===== src/rtl/instruction_dispatcher_pkg.sv =====
// Purpose: shared encodings for the instruction dispatcher (states, fmt/start codes, field positions).
// Latency: n/a (declarations only).
// Backpressure: n/a.
package instruction_dispatcher_pkg;

    typedef enum logic [2:0] {
        ST_IDLE,
        ST_FETCH,
        ST_DECODE,
        ST_LAUNCH,
        ST_WAIT,
        ST_RETIRE,
        ST_HALTED,
        ST_ERROR
    } state_t;

    // Instruction format codes carried in the top two bits of the word
    localparam logic [1:0] FMT_NOP  = 2'b00;
    localparam logic [1:0] FMT_REG  = 2'b01;
    localparam logic [1:0] FMT_IMM  = 2'b10;
    localparam logic [1:0] FMT_HALT = 2'b11;

    // Execution-FSM select codes; START_NONE is what FSM_start idles at
    localparam logic [3:0] START_NONE    = 4'b0000;
    localparam logic [3:0] START_REG_ALU = 4'b0001;
    localparam logic [3:0] START_IMM_ALU = 4'b0010;

    localparam int              WATCHDOG_WIDTH = 6;
    localparam logic [WATCHDOG_WIDTH-1:0] WATCHDOG_LIMIT = 6'd40;

    // Instruction word layout: fmt[17:16] opcode[15:12] param1[11:6] param2[5:0]
    localparam int INSTR_WIDTH = 18;
    localparam int FMT_MSB     = 17;
    localparam int FMT_LSB     = 16;
    localparam int OPCODE_MSB  = 15;
    localparam int OPCODE_LSB  = 12;
    localparam int PARAM1_MSB  = 11;
    localparam int PARAM1_LSB  = 6;
    localparam int PARAM2_MSB  = 5;
    localparam int PARAM2_LSB  = 0;

endpackage


===== src/rtl/dispatch_watchdog.sv =====
// Purpose: counts cycles spent waiting on an execution FSM and flags a timeout.
// Latency: expired is combinational, asserted during the WATCHDOG_LIMIT-th enabled cycle.
// Backpressure: none; clear has priority over enable.
module dispatch_watchdog
    import instruction_dispatcher_pkg::*;
(
    input  logic clock,
    input  logic reset,
    input  logic clear,
    input  logic enable,
    output logic expired
);

    logic [WATCHDOG_WIDTH-1:0] count;

    // Count enabled cycles; saturate at the limit so the counter can never wrap
    always_ff @(posedge clock) begin
        if (reset || clear) begin
            count <= '0;
        end else if (enable && (count != WATCHDOG_LIMIT)) begin
            count <= count + 1'b1;
        end
    end

    // The cycle in which the count would reach the limit is the expiry cycle
    assign expired = enable && (count == (WATCHDOG_LIMIT - 1'b1));

endmodule


===== src/rtl/instruction_dispatcher.sv =====
// Purpose: fetches 18-bit instruction words, decodes them and launches the matching execution FSM.
// Latency: 2 cycles from instruction accept to FSM_start (DECODE, LAUNCH); pc advances on RETIRE entry.
// Backpressure: instr_ready only in FETCH; stalls in FETCH without instr_valid and in WAIT until done/timeout.
module instruction_dispatcher
    import instruction_dispatcher_pkg::*;
(
    input  logic                   clock,
    input  logic                   reset,
    input  logic                   run,
    input  logic                   instr_valid,
    input  logic [INSTR_WIDTH-1:0] instr_data,
    output logic                   instr_ready,
    output logic [7:0]             pc,
    output logic [3:0]             FSM_start,
    output logic [3:0]             opcode,
    output logic [5:0]             param1,
    output logic [5:0]             param2,
    input  logic                   done,
    output logic                   busy,
    output logic                   halted,
    output logic                   error
);

    state_t                 state;
    state_t                 state_nxt;
    logic [INSTR_WIDTH-1:0] instr_word;
    logic [1:0]             word_fmt;
    logic [3:0]             start_code;
    logic                   wd_clear;
    logic                   wd_enable;
    logic                   wd_expired;

    assign word_fmt = instr_word[FMT_MSB:FMT_LSB];

    dispatch_watchdog u_watchdog (
        .clock   (clock),
        .reset   (reset),
        .clear   (wd_clear),
        .enable  (wd_enable),
        .expired (wd_expired)
    );

    // State register
    always_ff @(posedge clock) begin
        if (reset) begin
            state <= ST_IDLE;
        end else begin
            state <= state_nxt;
        end
    end

    // Next-state and state-decoded outputs; done and run only matter in WAIT and IDLE
    always_comb begin
        state_nxt   = state;
        wd_clear    = 1'b0;
        wd_enable   = 1'b0;
        instr_ready = 1'b0;
        FSM_start   = START_NONE;
        busy        = 1'b0;
        halted      = 1'b0;
        error       = 1'b0;
        case (state)
            ST_IDLE: begin
                if (run) begin
                    state_nxt = ST_FETCH;
                end
            end
            ST_FETCH: begin
                busy        = 1'b1;
                instr_ready = 1'b1;
                if (instr_valid) begin
                    state_nxt = ST_DECODE;
                end
            end
            ST_DECODE: begin
                busy = 1'b1;
                case (word_fmt)
                    FMT_NOP:  state_nxt = ST_RETIRE;
                    FMT_HALT: state_nxt = ST_HALTED;
                    default:  state_nxt = ST_LAUNCH;
                endcase
            end
            ST_LAUNCH: begin
                busy      = 1'b1;
                FSM_start = start_code;
                wd_clear  = 1'b1;
                state_nxt = ST_WAIT;
            end
            ST_WAIT: begin
                busy      = 1'b1;
                wd_enable = 1'b1;
                // done in the expiry cycle still retires the instruction
                if (done) begin
                    state_nxt = ST_RETIRE;
                end else if (wd_expired) begin
                    state_nxt = ST_ERROR;
                end
            end
            ST_RETIRE: begin
                busy      = 1'b1;
                state_nxt = ST_FETCH;
            end
            ST_HALTED: begin
                halted = 1'b1;
            end
            ST_ERROR: begin
                error = 1'b1;
            end
            default: begin
                state_nxt = ST_IDLE;
            end
        endcase
    end

    // Datapath: word latch, decoded fields held until the next DECODE, pc bookkeeping
    always_ff @(posedge clock) begin
        if (reset) begin
            pc         <= '0;
            instr_word <= '0;
            opcode     <= '0;
            param1     <= '0;
            param2     <= '0;
            start_code <= START_NONE;
        end else begin
            if ((state == ST_IDLE) && run) begin
                pc <= '0;
            end
            if ((state == ST_FETCH) && instr_valid) begin
                instr_word <= instr_data;
            end
            if (state == ST_DECODE) begin
                opcode <= instr_word[OPCODE_MSB:OPCODE_LSB];
                param1 <= instr_word[PARAM1_MSB:PARAM1_LSB];
                param2 <= instr_word[PARAM2_MSB:PARAM2_LSB];
                case (word_fmt)
                    FMT_REG: start_code <= START_REG_ALU;
                    FMT_IMM: start_code <= START_IMM_ALU;
                    default: start_code <= START_NONE;
                endcase
            end
            // pc moves to the next address as the instruction retires; 8-bit add wraps 255 -> 0
            if (((state == ST_DECODE) || (state == ST_WAIT)) && (state_nxt == ST_RETIRE)) begin
                pc <= pc + 8'd1;
            end
        end
    end

endmodule


===== config.mk =====
export PLATFORM = sky130hd
export DESIGN_NAME = instruction_dispatcher
export DESIGN_NICKNAME = d
export VERILOG_FILES = /design/src/rtl/instruction_dispatcher_pkg.sv /design/src/rtl/dispatch_watchdog.sv /design/src/rtl/instruction_dispatcher.sv
export SDC_FILE = /design/constraint.sdc
export NUM_CORES = 1
export LEC_CHECK = 0
export ABC_CLOCK_PERIOD_IN_PS = 5750
export CAP_MARGIN = 20
export CORE_MARGIN = 2
export CORE_UTILIZATION = 53
export CTS_CLUSTER_SIZE = 16
export DETAILED_ROUTE_END_ITERATION = 12
export PLACE_DENSITY = 0.89
export SYNTH_ARGS = -nofsm -noshare
export SYNTH_HDL_FRONTEND = slang
export SYNTH_SLANG_ARGS = --single-unit
export TNS_END_PERCENT = 10

===== constraint.sdc =====
create_clock -name clock -period 5.75 [get_ports clock]
set_clock_uncertainty 0.1 [all_clocks]
set_input_delay 1.15 -clock clock [delete_from_list [all_inputs] [get_ports clock]]
set_output_delay 1.15 -clock clock [all_outputs]
set_load 0.05 [all_outputs]

==> summary.txt <==
Worst setup path
  • CP Buf/Inv Count: 2
  • CP delay by family, top: buffers and inverters
  • CP arrival: 2230 ps
  • Worst path slowest cell: clkdlybuf4s50_1
  • Crit-path max cell delay: 860 ps
  • CP max FO: 14
  • Crit Path Category: reg -> out
  • Worst setup SP type: flip-flop
  • Worst reg2reg setup slack: 3580 ps
  • Crit end category: primary output
  • Reg-to-reg startpoint: state[1]
  • Crit path cell chain: inv_1 > nor3_1 > clkdlybuf4s50_1
  • CP required: 4500 ps
  • Worst R2R End: pc[4]
  • R2R depth: 5

Synth
  • Synth Flop Type: dfxtp_1
  • Synth area leaders: dfxtp_1 (46%), nand2_1 (13%), a21oi_1 (9.0%), ha_1 (3.8%), and3_1 (3.0%)
  • Flops & latches, synth: 53
  • Share of the synthesized area in the top cell type: 0.457
  • Post-Syn Area: 2320 um^2
  • Largest area contributor in the netlist: dfxtp_1
  • Post-synth EDFFs: 0
  • Sequential-to-total area share from yosys stat: 0.457
  • Yosys cell types: 40
  • Most common cell in the netlist: nand2_1
  • Ys Warns: 0
  • Cells after Synth: 284
  • Async S/R FF share, synth: 0
  • Top cells by count, synth: nand2_1 (81), dfxtp_1 (53), a21oi_1 (42), nor2_1 (13), and3_1 (11)
  • Avg Cell Area, Syn: 8.18 um^2

Timing
  • Final worst slack: 2270 ps
  • Fin crit share: 0.606
  • Final Hold Vio Count: 0
  • Endpoints failing setup: 0
  • Setup_tns: 0 ps
  • Slew margin rel.: 0.540
  • WHS: 358 ps
  • Least-Margin Pin Slew: 688 ps
  • Max Freq: 287 MHz
  • Post-layout minimum cycle time: 3480 ps
  • RSZ-0062 raised after global routing: false
  • Final count of pins violating max slew: 0

Clock tree
  • Worst-Skew Late Latency: 300 ps
  • Post-CTS sizing: 0
  • Clock root buffer: clkbuf_8
  • CTS tree: yes
  • Hold_buf cts: 0
  • Setup bufs post-CTS: 0
  • CTS max path bufs: 2
  • H-tree levels: 2
  • CTS Buf Count: 5
  • CTS Sinks: 53
  • Worst-path clk slew: 90 ps

Floorplanning
  • Core box area: 4290 um^2
  • Die W: 70.2 um
  • Die Ht: 70.2 um
  • Ports: 55
  • Row cnt: 24
  • DIE AREA: 4930 um^2
  • Initial Utilization: 0.541

Layout
  • N_diodes: 0
  • Layout Nets: 358
  • Filler Cells Inserted: 364
  • Final instance area: 2920 um^2
  • Layout cells sized above 1: 0.0608
  • Area grow syn2layout: 25.7%

Power and ir drop
  • Power Total: 0.000674 W
  • P_leak: 1.06 nW
  • Pwr Density: 231 nW/um^2
  • Worst IR drop on VDD: 0.000148 V

Status
  • Status: completed

Global route
  • GRT Total Usage: 0.202
  • Largest net degree at the start of global routing: 27
  • Vias in the first global route: 1,838
  • Initial antenna violation count: 0
  • Total grt overflow: 0
  • First-pass GRT wire length: 8020 um

Placement
  • Place WS: 2590 ps
  • Placed Area: 2830 um^2
  • Port bufs: 52
  • Placer congestion estimate: 0.797
  • Post-DP HPWL: 3210 um

Detailed routing
  • Avg WL per Cell: 12.0 um
  • Detailed Routing Iterations Pass 1: 4
  • Total Wirelength: 4580 um
  • Iteration-0 DRC Markers: 112
  • Vias: 2,029
  • DRC viols: 0
  • DRT antenna net count: 0
  • Vias per Instance: 5.33

Min path
  • Hold Crit Class: reg -> reg
  • Hold Path Depth: 2
  • Hold path start: instr_word[9]
  • Hold Path Sink: param1[3]

Job
  • Max-cap violations: 0
-- sequential cells by signal, indices dropped and copies added (netlist names) --
register and count:
start_code 2, opcode 4, param1 6, instr_word 18, param2 6, pc 8
state 3, u_watchdog.count 6
-- metrics by stage --
stage / utilization / std cells
final: 0.680 / 381
after global routing: 0.680 / 381
after CTS: 0.680 / 381
after detailed placement: 0.660 / 373
after global placement: 0.660 / 373
after floorplan: - / 285
-- how the worst max path moves through the flow --
stage                        start          end  slack (ps)  cells past startpoint
after floorplan           state[2]  instr_ready        2860                      2
after global placement    state[0]  instr_ready        2630                      3
after detailed placement  state[0]  instr_ready        2590                      3
after CTS                 state[0]  instr_ready        2270                      3
after global routing      state[0]  instr_ready        2120                      3
final                     state[0]  instr_ready        2270                      3
-- worst min-delay path, delay by kind of cell (launching register included) --
kind,cells,cell delay (ps)
AOI/OAI and AO/OA,1,50
DFF,1,320
and+or+nand+nor,1,50
-- area by class of cell --
class | count | area, um^2 | share of cell area
multi-input combinational | 208 | 1150 | 0.395
tap | 52 | 65.1 | 0.0223
clock buffer | 6 | 72.6 | 0.0248
sequential | 53 | 1060 | 0.363
inverter | 7 | 26.3 | 0.00899
clock inverter | 2 | 15.0 | 0.00514
timing repair buffer | 53 | 528 | 0.181
-- placed cells by master (no fill, tap or decap), types with 2 or more instances in the layout --
cell type / instances
nor3b_2: 4
inv_1: 7
o21ai_1: 2
dfxtp_1: 53
nor2_1: 13
nor2b_1: 4
and3_1: 11
nand2b_1: 2
xor2_1: 2
nand3_1: 4
o21ai_0: 5
conb_1: 2
clkbuf_8: 5
or2_2: 2
a221o_1: 4
nor3_1: 3
clkinvlp_4: 2
a31oi_1: 3
a21oi_1: 42
xnor2_1: 2
clkdlybuf4s50_1: 52
nand2_1: 81
ha_1: 7
-- cells by family (layout without fill, tap and decap cells) --
group,Yosys count,after routing,share of synthesized area
and+or+nand+nor,129,129,0.256
other,1,2,0.00161
buffers and inverters,24,68,0.0485
xor gates and xnor gates,4,4,0.0151
muxes,1,1,0.00485
AOI/OAI and AO/OA,65,65,0.180
adders and majority gates,7,7,0.0377
DFF,53,53,0.457
-- power breakdown --
part | leakage [nW] | internal, W | switching, W
combinational | 0.598 | 0.0000334 | 0.0000508
clock | 0.0374 | 0.0000860 | 0.000119
sequential | 0.428 | 0.000375 | 0.00000969
total | 1.06 | 0.000495 | 0.000179
-- per-layer routing --
layer | GRT usage | part of all wire | vias to the layer above
met5 | 0 | 0 | -
met4 | 0.0791 | 0.016 | 0
met3 | 0.0332 | 0.047 | 5
met2 | 0.327 | 0.48 | 59
met1 | 0.270 | 0.46 | 932
li1 | - | - | 1033
Note: power is estimated with default switching activity, not from simulation.
